==> src/rtl/bti_timer_pkg.sv <==
// bti_timer_pkg: register map, CTRL bit positions, bus command codes and FSM
// states shared by the BTI machine timer and its prescaler.
package bti_timer_pkg;

   // Word offsets within the decoded low address bits.
   localparam logic [7:0] OFF_MTIME_LO    = 8'h00;
   localparam logic [7:0] OFF_MTIME_HI    = 8'h04;
   localparam logic [7:0] OFF_MTIMECMP_LO = 8'h08;
   localparam logic [7:0] OFF_MTIMECMP_HI = 8'h0C;
   localparam logic [7:0] OFF_CTRL        = 8'h10;
   localparam logic [7:0] OFF_PRESCALE    = 8'h14;

   // CTRL register bit positions.
   localparam int unsigned CTRL_EN = 0;
   localparam int unsigned CTRL_IE = 1;

   // Request channel command encoding.
   localparam logic CMD_READ  = 1'b0;
   localparam logic CMD_WRITE = 1'b1;

   // Request/response FSM: IDLE accepts a request, RSP presents its response.
   typedef enum logic {
      ST_IDLE = 1'b0,
      ST_RSP  = 1'b1
   } state_t;

endpackage

==> src/rtl/bti_timer_if.sv <==
// BTI request and response channels. The request channel carries a command
// from master to slave; the response channel carries read data and an error
// flag back from the slave, each with its own valid/ready handshake.
interface bti_req_if #(
   parameter int AW = 32,
   parameter int DW = 32
) ();
   logic          vld;
   logic          rdy;
   logic          cmd;
   logic [AW-1:0] addr;
   logic [DW-1:0] wdata;

   modport mst (output vld, cmd, addr, wdata, input rdy);
   modport slv (input vld, cmd, addr, wdata, output rdy);
endinterface

interface bti_rsp_if #(
   parameter int DW = 32
) ();
   logic          vld;
   logic          rdy;
   logic [DW-1:0] rdata;
   logic          err;

   modport mst (output vld, rdata, err, input rdy);
   modport slv (input vld, rdata, err, output rdy);
endinterface

==> src/rtl/bti_timer_presc.sv <==
// bti_timer_presc: 16-bit prescaler producing a one-cycle tick every
// (prescale + 1) enabled cycles. The count freezes while disabled and
// restarts from zero whenever the prescale value is rewritten.
module bti_timer_presc (
   input  logic        clk,
   input  logic        rst_n,
   input  logic        en,
   input  logic        clr,
   input  logic [15:0] prescale,
   output logic        tick
);

   logic [15:0] cnt_q;

   // Tick when the running count has reached the programmed terminal value.
   assign tick = en & (cnt_q == prescale);

   // Prescaler count: clear on reprogram, wrap on tick, hold while disabled.
   always_ff @(posedge clk or negedge rst_n) begin
      // NOTE: state registers use non-blocking assignments so every flop
      // samples pre-edge values and simulation order cannot change the result.
      if (!rst_n) begin
         cnt_q <= '0;
      end else if (clr) begin
         cnt_q <= '0;
      end else if (en) begin
         cnt_q <= tick ? 16'd0 : cnt_q + 16'd1;
      end
   end

endmodule

==> src/rtl/bti_timer.sv <==
// bti_timer: memory-mapped 64-bit machine timer (MTIME/MTIMECMP) on a BTI
// request/response bus. One transaction is outstanding at a time; writes
// commit and read data is captured at the accept edge, and the response is
// presented on the following cycle until the master takes it.
module bti_timer
   import bti_timer_pkg::*;
#(
   parameter int BTI_AW   = 32,
   parameter int BTI_DW   = 32,
   parameter int TIMER_AW = 5
) (
   input  logic   clk,
   input  logic   rst_n,
   bti_req_if.slv bti_req_slv,
   bti_rsp_if.mst bti_rsp_mst,
   output logic   timer_irq
);

   state_t              state_q, state_d;
   logic                req_rdy, rsp_vld;
   logic                accept;

   logic [7:0]          off;
   logic                mapped;
   logic [BTI_DW-1:0]   rd_val;
   logic [BTI_DW-1:0]   rdata_q;
   logic                err_q;

   logic                wr_en;
   logic                wr_mtime_lo, wr_mtime_hi;
   logic                wr_cmp_lo, wr_cmp_hi;
   logic                wr_ctrl, wr_prescale;

   logic [63:0]         mtime_q;
   logic [63:0]         mtimecmp_q;
   logic                ctrl_en_q, ctrl_ie_q;
   logic [15:0]         prescale_q;
   logic                tick;
   logic                irq_q;

   // Address bits above the decoded window do not select anything.
   logic                unused_addr;
   assign unused_addr = ^bti_req_slv.addr[BTI_AW-1:TIMER_AW];

   assign off = 8'(bti_req_slv.addr[TIMER_AW-1:0]);

   // Address decode and read mux. Every map entry is word aligned, so an
   // offset with addr[1:0] != 0 never matches and lands in the error case.
   always_comb begin
      // NOTE: every output gets a default before the case so no path leaves
      // it unassigned, which would otherwise infer a latch.
      rd_val = '0;
      mapped = 1'b1;
      case (off)
         OFF_MTIME_LO:    rd_val = mtime_q[31:0];
         OFF_MTIME_HI:    rd_val = mtime_q[63:32];
         OFF_MTIMECMP_LO: rd_val = mtimecmp_q[31:0];
         OFF_MTIMECMP_HI: rd_val = mtimecmp_q[63:32];
         OFF_CTRL: begin
            rd_val[CTRL_EN] = ctrl_en_q;
            rd_val[CTRL_IE] = ctrl_ie_q;
         end
         OFF_PRESCALE:    rd_val[15:0] = prescale_q;
         default:         mapped = 1'b0;
      endcase
   end

   // Next state and handshake outputs of the request/response FSM.
   always_comb begin
      state_d = state_q;
      req_rdy = 1'b0;
      rsp_vld = 1'b0;
      case (state_q)
         ST_IDLE: begin
            req_rdy = 1'b1;
            if (bti_req_slv.vld) state_d = ST_RSP;
         end
         ST_RSP: begin
            rsp_vld = 1'b1;
            if (bti_rsp_mst.rdy) state_d = ST_IDLE;
         end
         default: state_d = ST_IDLE;
      endcase
   end

   // FSM state register; reset drops any response in flight.
   always_ff @(posedge clk or negedge rst_n) begin
      if (!rst_n) state_q <= ST_IDLE;
      else        state_q <= state_d;
   end

   assign accept = req_rdy & bti_req_slv.vld;

   assign wr_en       = accept & (bti_req_slv.cmd == CMD_WRITE) & mapped;
   assign wr_mtime_lo = wr_en & (off == OFF_MTIME_LO);
   assign wr_mtime_hi = wr_en & (off == OFF_MTIME_HI);
   assign wr_cmp_lo   = wr_en & (off == OFF_MTIMECMP_LO);
   assign wr_cmp_hi   = wr_en & (off == OFF_MTIMECMP_HI);
   assign wr_ctrl     = wr_en & (off == OFF_CTRL);
   assign wr_prescale = wr_en & (off == OFF_PRESCALE);

   // Response capture at the accept edge, held until the next accept.
   always_ff @(posedge clk or negedge rst_n) begin
      if (!rst_n) begin
         rdata_q <= '0;
         err_q   <= 1'b0;
      end else if (accept) begin
         rdata_q <= (bti_req_slv.cmd == CMD_READ) ? rd_val : '0;
         err_q   <= ~mapped;
      end
   end

   assign bti_req_slv.rdy   = req_rdy;
   assign bti_rsp_mst.vld   = rsp_vld;
   assign bti_rsp_mst.rdata = rdata_q;
   assign bti_rsp_mst.err   = err_q;

   bti_timer_presc u_presc (
      .clk      (clk),
      .rst_n    (rst_n),
      .en       (ctrl_en_q),
      .clr      (wr_prescale),
      .prescale (prescale_q),
      .tick     (tick)
   );

   // Timer registers. A bus write to either MTIME half wins over a
   // coincident tick, and that tick is dropped for the whole 64-bit count.
   always_ff @(posedge clk or negedge rst_n) begin
      if (!rst_n) begin
         mtime_q    <= '0;
         mtimecmp_q <= '1;
         ctrl_en_q  <= 1'b0;
         ctrl_ie_q  <= 1'b0;
         prescale_q <= '0;
      end else begin
         if (wr_mtime_lo)      mtime_q[31:0]  <= bti_req_slv.wdata[31:0];
         else if (wr_mtime_hi) mtime_q[63:32] <= bti_req_slv.wdata[31:0];
         else if (tick)        mtime_q        <= mtime_q + 64'd1;

         if (wr_cmp_lo) mtimecmp_q[31:0]  <= bti_req_slv.wdata[31:0];
         if (wr_cmp_hi) mtimecmp_q[63:32] <= bti_req_slv.wdata[31:0];

         if (wr_ctrl) begin
            ctrl_en_q <= bti_req_slv.wdata[CTRL_EN];
            ctrl_ie_q <= bti_req_slv.wdata[CTRL_IE];
         end

         if (wr_prescale) prescale_q <= bti_req_slv.wdata[15:0];
      end
   end

   // Interrupt level registered from timer state only, one cycle behind it.
   always_ff @(posedge clk or negedge rst_n) begin
      if (!rst_n) irq_q <= 1'b0;
      else        irq_q <= ctrl_ie_q & (mtime_q >= mtimecmp_q);
   end

   assign timer_irq = irq_q;

endmodule

==> src/flat_wrapper.sv <==
// flat-port wrapper written by rule: the top's interface ports become plain ports
module bti_timer_flat import bti_timer_pkg::*;
#(
   parameter int BTI_AW   = 32,
   parameter int BTI_DW   = 32,
   parameter int TIMER_AW = 5
)
  (clk, rst_n, timer_irq, bti_req_slv_vld, bti_req_slv_cmd, bti_req_slv_addr, bti_req_slv_wdata, bti_req_slv_rdy, bti_rsp_mst_vld, bti_rsp_mst_rdata, bti_rsp_mst_err, bti_rsp_mst_rdy);
  bti_req_if #(.AW(32), .DW(32)) bti_req_slv_i ();
  bti_rsp_if #(.DW(32)) bti_rsp_mst_i ();
  input  logic clk;
  input  logic rst_n;
  output logic timer_irq;
  input wire logic [$bits(bti_req_slv_i.vld)-1:0] bti_req_slv_vld;
  input wire logic [$bits(bti_req_slv_i.cmd)-1:0] bti_req_slv_cmd;
  input wire logic [$bits(bti_req_slv_i.addr)-1:0] bti_req_slv_addr;
  input wire logic [$bits(bti_req_slv_i.wdata)-1:0] bti_req_slv_wdata;
  output wire logic [$bits(bti_req_slv_i.rdy)-1:0] bti_req_slv_rdy;
  output wire logic [$bits(bti_rsp_mst_i.vld)-1:0] bti_rsp_mst_vld;
  output wire logic [$bits(bti_rsp_mst_i.rdata)-1:0] bti_rsp_mst_rdata;
  output wire logic [$bits(bti_rsp_mst_i.err)-1:0] bti_rsp_mst_err;
  input wire logic [$bits(bti_rsp_mst_i.rdy)-1:0] bti_rsp_mst_rdy;
  assign bti_req_slv_i.vld = bti_req_slv_vld;
  assign bti_req_slv_i.cmd = bti_req_slv_cmd;
  assign bti_req_slv_i.addr = bti_req_slv_addr;
  assign bti_req_slv_i.wdata = bti_req_slv_wdata;
  assign bti_req_slv_rdy = bti_req_slv_i.rdy;
  assign bti_rsp_mst_vld = bti_rsp_mst_i.vld;
  assign bti_rsp_mst_rdata = bti_rsp_mst_i.rdata;
  assign bti_rsp_mst_err = bti_rsp_mst_i.err;
  assign bti_rsp_mst_i.rdy = bti_rsp_mst_rdy;
  bti_timer #(.BTI_AW(BTI_AW), .BTI_DW(BTI_DW), .TIMER_AW(TIMER_AW)) u_core (.clk(clk), .rst_n(rst_n), .bti_req_slv(bti_req_slv_i), .bti_rsp_mst(bti_rsp_mst_i), .timer_irq(timer_irq));
endmodule
==> config.mk <==
export PLATFORM = sky130hd
export DESIGN_NAME = bti_timer_flat
export DESIGN_NICKNAME = d
export VERILOG_FILES = /design/src/rtl/bti_timer_pkg.sv /design/src/rtl/bti_timer_if.sv /design/src/rtl/bti_timer_presc.sv /design/src/rtl/bti_timer.sv /design/src/flat_wrapper.sv
export SDC_FILE = /design/constraint.sdc
export NUM_CORES = 1
export LEC_CHECK = 0
export BUFFER_PORTS_ARGS = -buffer_cell sky130_fd_sc_hd__buf_2
export CAP_MARGIN = 30
export CORE_ASPECT_RATIO = 1.5
export CORE_UTILIZATION = 40
export CTS_CLUSTER_DIAMETER = 60
export DETAILED_ROUTE_END_ITERATION = 10
export GPL_ROUTABILITY_DRIVEN = 0
export MAX_ROUTING_LAYER = met4
export RECOVER_POWER = 50
export REMOVE_ABC_BUFFERS = 1
export SLEW_MARGIN = 20
export SYNTH_ARGS = -nofsm -noshare
export SYNTH_HDL_FRONTEND = slang
export SYNTH_SLANG_ARGS = --single-unit
==> constraint.sdc <==
create_clock -name clk -period 4.5 [get_ports clk]
set_input_delay 0.225 -clock clk [delete_from_list [all_inputs] [get_ports clk]]
set_output_delay 0.225 -clock clk [all_outputs]
set_load 0.005 [all_outputs]
# After elaboration in Yosys (flattened, before gate mapping)
# Cells that the tools add are included.
# totals
regBits	197
inputBits	69
output_inout_bits	36
# classes
add_sub_neg	2
order_cmp	1
n_eq_ne	7
n_mux	17
n_bitwise	14
reduce_logical	7
# op_table
cell	n
2-to-1 mux 32 bit	4
one-hot mux 14 bit (5 select lines)	1
adder 64 x 1 -> 64 bit (second input constant)	1
greater-or-equal comparator 64 bit	1
2-to-1 mux 64 bit	1
one-hot mux 16 bit (4 select lines)	1
2-to-1 mux 16 bit	3
adder 16 x 1 -> 16 bit (second input constant)	1
== test 16 bit	1
one-hot mux 2 bit (6 select lines)	1
bitwise AND 1 bit	11
== test 5 x 4 -> 1 bit (second input constant)	2
== test 5 bit (second input constant)	2
zero test 8 bit	1
nonzero test 2 bit	3
OR reduction 6 bit	1
== test 5 x 3 -> 1 bit (second input constant)	1
2-to-1 mux 1 bit	5
AND reduction 2 bit	2
inverter 1 bit	3
inequality test 2 x 1 -> 1 bit (second input constant)	1
one-hot mux 1 bit (2 select lines)	1

# Longest topological paths before layout
# Gate-level depths: netlist of the first run.
# logic_depth
depth_word	7
ltp_mapped	9
depth_no_buf	8

# Hierarchy
# A second synthesis of the first run with hierarchy kept.
# hier_totals
cells_unflattened	1246
area_unflattened_um2	11756.3
# by_module_without_submodules
module	instances	cells_per_inst	area_each_um2	seq_area_each_um2
bti_timer	1	1124	10669.0	4609.4
bti_timer_presc	1	122	1087.3	400.4

# Worst setup path after synthesis of the first run
# Ideal clock, no wire load.
# synth_path
kind	reg-to-reg
from	register u_core.mtime_q[3]
to	register u_core.mtime_q[34]
setup_time_ns	0.069
t_arrival_ns	2.505
path_slack_ns	1.927
path_stages_with_launch	8
path_buffers	1
period_less_slack_ns	2.573
cell_sequence	dfrtp_1 > nand3_2 > or4_4 > or3_4 > or4_1 > buf_2 > or4_1 > nand3_1
# synth_between
elab_chain_len	3
# synth_lines
item	line_no	text
start: declaration	bti_timer.sv:34	logic [63:0] mtime_q;
start signal: assignment	bti_timer.sv:137	if (wr_mtime_lo) mtime_q[31:0] <= bti_req_slv.wdata[31:0];
start signal: assignment	bti_timer.sv:139	else if (tick) mtime_q <= mtime_q + 64'd1;
adder 64 x 1 -> 64 bit	bti_timer.sv:139	
2-to-1 mux 64 bit	bti_timer.sv:139	
2-to-1 mux 32 bit	bti_timer.sv:138	else if (wr_mtime_hi) mtime_q[63:32] <= bti_req_slv.wdata[31:0];
# Every way passes these cells. The select of a mux whose other input is x is not followed.
# A chain may end at the register's enable or synchronous reset.

==> flow_metrics.py, run 1 <==
metrics = {
    "run_status": {
        "outcome": "finished with violations",
        "failed_checks": "capacitance limit, slew limit",
    },
    "yosys": {
        "synth_mux_area_share_pct": 2.48,
        "synth-seq-cells": 197,
        "synth-simple-area-share_pct": 22.1,
        "yosys-top-cells-area": "dfrtp_1 (28%), dfstp_2 (14%), nand2_1 (7.1%)",
        "syn-cell-area_mm2": 0.0120,
        "ys_async_sr_fraction_pct": 100,
        "synth_ff_type": "dfrtp_1",
        "synth_xor_area_share_pct": 2.49,
        "synth_cell_type_count": 67,
        "synth_edf_count": 0,
        "ys_warn_count": 0,
        "synthAdderAreaFrac_pct": 6.91,
        "yosys.cell_count.top_type": "nand2_1",
        "synth_compound_area_share_pct": 19.2,
        "yosysTopAreaCellShare_pct": 27.8,
        "yosysSeqAreaShare_pct": 41.9,
        "synth.largest_area_cell": "dfrtp_1",
        "netlist_instances": 1375,
        "synth_common_cells": "nand2_1 (227), dfrtp_1 (133), o21ai_0 (130)",
        "synth_top_family_by_area": "simple AND/OR/NAND/NOR gates",
        "syn_area_per_cell_um2": 8.69,
    },
    "sta": {
        "hold_viol": 0,
        "tightest_slew_ps": 2570,
        "worst_hold_slack_ps": 25.0,
        "period_minus_slack_ps": 3250,
        "max_slew_margin_pct": -71.4,
        "fin_crit_sh_pct": 72.3,
        "grt_setup_unrepaired": "no",
        "max_freq_mhz": 307,
        "setup_viol": 0,
        "slew_viol_final": 136,
        "layout_setup_ws_ps": 1250,
        "clock_skew_ps": 10.5,
    },
    "power": {
        "ir_drop_mv": 0.245,
        "cellPowerDensity_mw_per_mm2": 312,
        "power.total_mw": 4.21,
        "p_leak_nw": 6.13,
    },
    "setup_path": {
        "startpoint": "rst_n",
        "cpLargestDelayFamily": "buffers and inverters",
        "startpoint_type": "input pin",
        "reg2reg_from": "u_core.prescale_q[0]",
        "critPathMaxFanout": 97,
        "endpoint_kind": "asynchronous set/reset pin",
        "path_class": "input pin to asynchronous set/reset pin",
        "critPathRequiredTime_ps": 4910,
        "slowest_stage": "clkbuf_2",
        "path_cells": "dlygate4sd3_1, clkbuf_2, clkbuf_2",
        "cp.arrival_ps": 3660,
        "crit_buf_inv": 3,
        "slowest_delay_ps": 1760,
        "reg2reg_slack_ps": 1290,
        "cpMostUsedCell": "clkbuf_2",
    },
    "drt": {
        "drc_errors": 0,
        "dr.pass1.iters": 5,
        "drt-initial-drc-count": 767,
        "final_antenna_net_count": 0,
        "viasPerCell": 5.88,
        "wl_per_cell_um": 21.0,
        "via_count": 10861,
        "routed_wl_mm": 38.8,
    },
    "global_route": {
        "grt_overflow": 0,
        "track_usage_pct": 27.6,
        "first_global_vias": 10512,
        "grt_max_degree": 98,
        "antenna_found_initial": 1,
        "grt_pass1_wl_mm": 60.8,
    },
    "clocking": {
        "cts_buffer_depth": 2,
        "cts_root_buf": "clkbuf_16",
        "numCtsBuffers": 17,
        "htree_num_levels": 4,
        "clk-insertion-delay-late_ps": 470,
        "cts_tree": "built",
        "cts_resized": 0,
        "cts_setup_buffers": 0,
        "postCtsHoldBufs": 8,
        "clock_sinks": 197,
        "path_clk_slew_ps": 70,
    },
    "floorplan": {
        "die_h_um": 214,
        "ios": 105,
        "core_mm2": 0.0295,
        "start_util_pct": 40.6,
        "die_w_um": 143,
        "rows": 77,
        "die_area_mm2": 0.0306,
    },
    "layout": {
        "drive_gt1_share_pct": 14.6,
        "utilization_pct": 45.8,
        "areaGrowthSynthToFinish_pct": 12.8,
        "nets": 1574,
    },
    "hold_path": {
        "hold_class": "input pin to flop",
        "hp-start": "bti_req_slv_wdata[26]",
    },
    "placement": {
        "io_buffers": 77,
        "dp_hpwl_mm": 28.8,
        "dp_slack_ps": 1310,
    },
    "flow_run": {
        "maxCapViolCount": 2,
    },
}
kinds of logic (layout without fill, tap and decap cells):
kind of cell               after synthesis  in the layout
AOI/OAI and AO/OA                      344            344
xor gates and xnor gates                34             34
adders and majority gates               66             66
buffers and inverters                  154            231
DFF                                    197            197
muxes                                   29             29
other                                    0              1
and+or+nand+nor                        551            551
registers in the layout, indices dropped and copies added, names as in the netlist:
| signal | flops |
|---|---|
| u_core.ctrl_en_q | 1 |
| u_core.ctrl_ie_q | 1 |
| u_core.prescale_q | 16 |
| u_core.bti_rsp_mst.rdata | 32 |
| u_core.state_q | 1 |
| u_core.mtimecmp_q | 64 |
| u_core.bti_rsp_mst.err | 1 |
| u_core.mtime_q | 64 |
| u_core.u_presc.cnt_q | 16 |
| u_core.timer_irq | 1 |
metal layers:
metal	share of wire [%]	track usage (%)	up-vias
met3	3.7	4.06	102
met5	0	-	-
met4	5.5	16.1	0
li1	-	-	5128
met1	39	30.3	5321
met2	52	47.4	310
report_power, final:
group          switching, mW  leakage (nW)  internal [mW]
clock network          0.728         0.297          0.904
logic                  0.322          3.45          0.202
registers              0.156          2.38           1.90
worst paths after layout:
kind,endpoint,cells past startpoint
min in group asynchronous,u_core.mtime_q[50],2
worst max register to register,u_core.mtime_q[21],6
worst min-delay path,u_core.mtimecmp_q[26],3
worst max-delay path,u_core.mtime_q[12],3
max in group clk,u_core.mtime_q[21],6
worst min register to register,u_core.bti_rsp_mst.rdata[23],2
per-stage QoR:
stage                     std cells  TNS (ps)  area, um^2
after floorplan                1303     -88.4       11700
final                          1848         0       13500
after global routing           1848         0       13500
after CTS                      1846         0       13500
after global placement         1806         0       12800
after detailed placement       1806         0       12800
cells in the final DEF (no fill, tap or decap), types with 11 or more instances in the layout:
cell / instances
clkbuf_16: 17
a22o_1: 23
nor2_1: 85
ha_1: 66
o211ai_1: 11
nor4_1: 18
o31ai_1: 11
clkbuf_1: 25
dfstp_2: 64
a31oi_1: 22
inv_1: 82
a22oi_1: 22
nand3_1: 72
nand4_1: 30
buf_2: 53
or4_1: 22
o21ai_0: 130
or3_1: 13
xnor2_1: 15
a221o_1: 14
buf_4: 26
dfrtp_1: 133
a21oi_1: 29
mux2i_1: 24
o311ai_0: 11
nor3_1: 22
nand2_1: 227
xor2_1: 19
layout make-up:
class,instances,area [um^2]
Antenna cell,1,2.50
Sequential cell,197,5010
Fill cell,2989,16000
Multi-Input combinational cell,1024,6390
Clock buffer,20,457
Inverter,82,308
Clock inverter,12,151
Tap cell,395,494
Timing Repair Buffer,117,676
tightest hold or removal path, delay by kind of cell:
family	cells	cell delay, ps
simple gates	1	50
buf+inv	1	130
compound gates	1	70
Note: power is estimated with default switching activity, not from simulation.
==> run 2: changes to the inputs <==
ABC_AREA = 1   (was default)
clock period = 3.3 ns   (was 4.5 ns; I/O delays follow)
==> run 2 against run 1 <==
  * The run still ends with capacitance limit, slew limit left
  * Routed wire length increased by 10%
  * Register-to-register slack got worse by 680 ps
  * Combinational power rose to 4.1 times the previous value
  * Sequential power increased by 54%
  * Die area increased by 7.9%
  * Critical endpoint is now u_core.mtime_q[28]
  * Largest power group unchanged
==> flow_metrics.py, run 2 <==
metrics = {
    "sta": {
        "hold_viol": 0,
        "max_slew_margin_pct": -7.58,
        "tns_ps": 0,
        "worst_hold_slack_ps": 14.3,
        "tightest_slew_ps": 1610,
        "grt_setup_unrepaired": "no",
        "setup_viol": 0,
        "layout_setup_ws_ps": 611,
        "max_freq_mhz": 372,
        "period_minus_slack_ps": 2690,
        "clock_skew_ps": 14.8,
        "slew_viol_final": 59,
        "fin_crit_sh_pct": 81.5,
    },
    "clocking": {
        "cts_root_buf": "clkbuf_16",
        "cts_setup_buffers": 0,
        "cts_tree": "built",
        "postCtsHoldBufs": 25,
        "numCtsBuffers": 17,
        "cts_buffer_depth": 2,
        "clk-insertion-delay-late_ps": 480,
        "clock_sinks": 197,
        "cts_resized": 0,
        "htree_num_levels": 4,
        "path_clk_slew_ps": 70,
    },
    "drt": {
        "wl_per_cell_um": 18.3,
        "viasPerCell": 5.32,
        "via_count": 12478,
        "routed_wl_mm": 42.8,
        "drt-initial-drc-count": 846,
        "dr.pass1.iters": 5,
        "final_antenna_net_count": 0,
        "drc_errors": 0,
    },
    "layout": {
        "final_common_cell": "nand2_1",
        "multi_input_area_mm2": 0.00677,
        "areaGrowthSynthToFinish_pct": 12.8,
        "seq_area_mm2": 0.00501,
        "nets": 2056,
        "drive_gt1_share_pct": 11.2,
        "utilization_pct": 45.8,
        "antenna_cells": 0,
        "mostFrequentLayoutCells": "nand2_1 (604), inv_1 (211), nor2_1 (175)",
        "fill_cells": 3327,
    },
    "power": {
        "cellPowerDensity_mw_per_mm2": 529,
        "p_leak_nw": 6.61,
        "ir_drop_mv": 0.360,
    },
    "yosys": {
        "ys_async_sr_fraction_pct": 100,
        "yosysTopAreaCellShare_pct": 25.8,
        "synth.largest_area_cell": "dfrtp_1",
        "syn_area_per_cell_um2": 7.01,
        "synth_ff_type": "dfrtp_1",
        "synth_cell_type_count": 39,
        "yosysSeqAreaShare_pct": 38.8,
        "ys_warn_count": 0,
        "synth_compound_area_share_pct": 13.2,
        "synth-simple-area-share_pct": 29.8,
        "synth-seq-cells": 197,
        "synth_common_cells": "nand2_1 (606), inv_1 (211), nor2_1 (175)",
        "yosys.cell_count.top_type": "nand2_1",
        "synth_top_family_by_area": "simple AND/OR/NAND/NOR gates",
        "synth_edf_count": 0,
        "yosys-top-cells-area": "dfrtp_1 (26%), nand2_1 (18%), dfstp_2 (13%)",
        "syn-cell-area_mm2": 0.0129,
        "synth_xor_area_share_pct": 2.98,
        "synth_mux_area_share_pct": 0,
        "netlist_instances": 1842,
        "synthAdderAreaFrac_pct": 6.39,
    },
    "setup_path": {
        "cp.arrival_ps": 3060,
        "endpoint_kind": "flop",
        "critPathMaxFanout": 5,
        "reg2reg_depth": 12,
        "startpoint_type": "flop",
        "reg2reg_slack_ps": 610,
        "path_class": "flop to flop",
        "critPathRequiredTime_ps": 3670,
    },
    "global_route": {
        "grt_pass1_wl_mm": 67.3,
        "grt_overflow": 0,
        "antenna_found_initial": 0,
        "first_global_vias": 12290,
        "grt_max_degree": 72,
        "track_usage_pct": 28.0,
    },
    "hold_path": {
        "hold_class": "input pin to flop",
        "worstHoldPathCells": 3,
    },
    "floorplan": {
        "die_h_um": 222,
        "core_mm2": 0.0318,
        "die_w_um": 149,
        "die_area_mm2": 0.0330,
        "ios": 105,
        "rows": 80,
        "start_util_pct": 40.6,
    },
    "flow_run": {
        "maxCapViolCount": 1,
    },
    "run_status": {
        "failed_checks": "capacitance limit, slew limit",
        "outcome": "finished with violations",
    },
    "placement": {
        "dp_hpwl_mm": 32.2,
        "dp_slack_ps": 732,
        "io_buffers": 77,
    },
}
run 2: report_power, final:
part	total, mW	switching, mW	internal (mW)
Sequential	3.18	0.488	2.70
Combinational	2.14	1.37	0.773
Clock	2.38	1.02	1.36
run 2: worst max-delay path: stages, from the launching register on:
cell and delay (ps):
dfrtp_1 450, ha_1 350, inv_1 90, nor2_1 420, inv_1 80, nor2_1 490, nand2_1 150, inv_1 130
nor2_1 40, o21ai_0 130, o21ai_0 100, nand2_1 70, nand2_1 60
run 2: area by class of cell:
type                       count  share of cell area, %
clock buffer                  18                   2.94
clock inverter                14                   1.51
inverter                     222                   5.74
multi-input combinational   1365                   46.4
sequential                   197                   34.4
tap                          410                   3.52
timing repair buffer         118                   5.47
run 2: kinds of logic after synthesis:
logic type / Yosys count
flip-flops: 197
AO/OA/AOI/OAI: 311
XOR/XNOR: 44
buffers and inverters: 280
AND/OR/NAND/NOR: 944
adder cells (fa/ha/maj): 66
run 2: path summary, 6_finish.rpt:
path	end	start
max in group asynchronous	u_core.bti_rsp_mst.rdata[23]	rst_n
hold / removal	u_core.mtimecmp_q[2]	bti_req_slv_wdata[2]
hold reg to reg	u_core.bti_rsp_mst.rdata[27]	u_core.bti_rsp_mst.rdata[27]
min in group asynchronous	u_core.ctrl_ie_q	rst_n
setup reg to reg	u_core.mtime_q[28]	u_core.mtime_q[1]
setup / recovery	u_core.mtime_q[28]	u_core.mtime_q[1]
run 2: through the flow:
stage | instance area (um^2) | total power, mW | std cells
floorplan | 12600 | 4.51 | 1784
global placement | 13700 | 5.25 | 2286
detailed placement | 13700 | 5.31 | 2287
CTS | 14600 | 7.73 | 2344
global route | 14600 | 8.17 | 2344
finish | 14600 | 7.71 | 2344
run 2: metal layers:
| layer | up-vias | global-route usage [%] | share of wire, % |
|---|---|---|---|
| li1 | 6089 | - | - |
| met4 | 0 | 19.6 | 6.8 |
| met3 | 148 | 3.44 | 3.8 |
| met5 | - | - | 0 |
| met2 | 367 | 47.9 | 51 |
| met1 | 5874 | 29.6 | 38 |
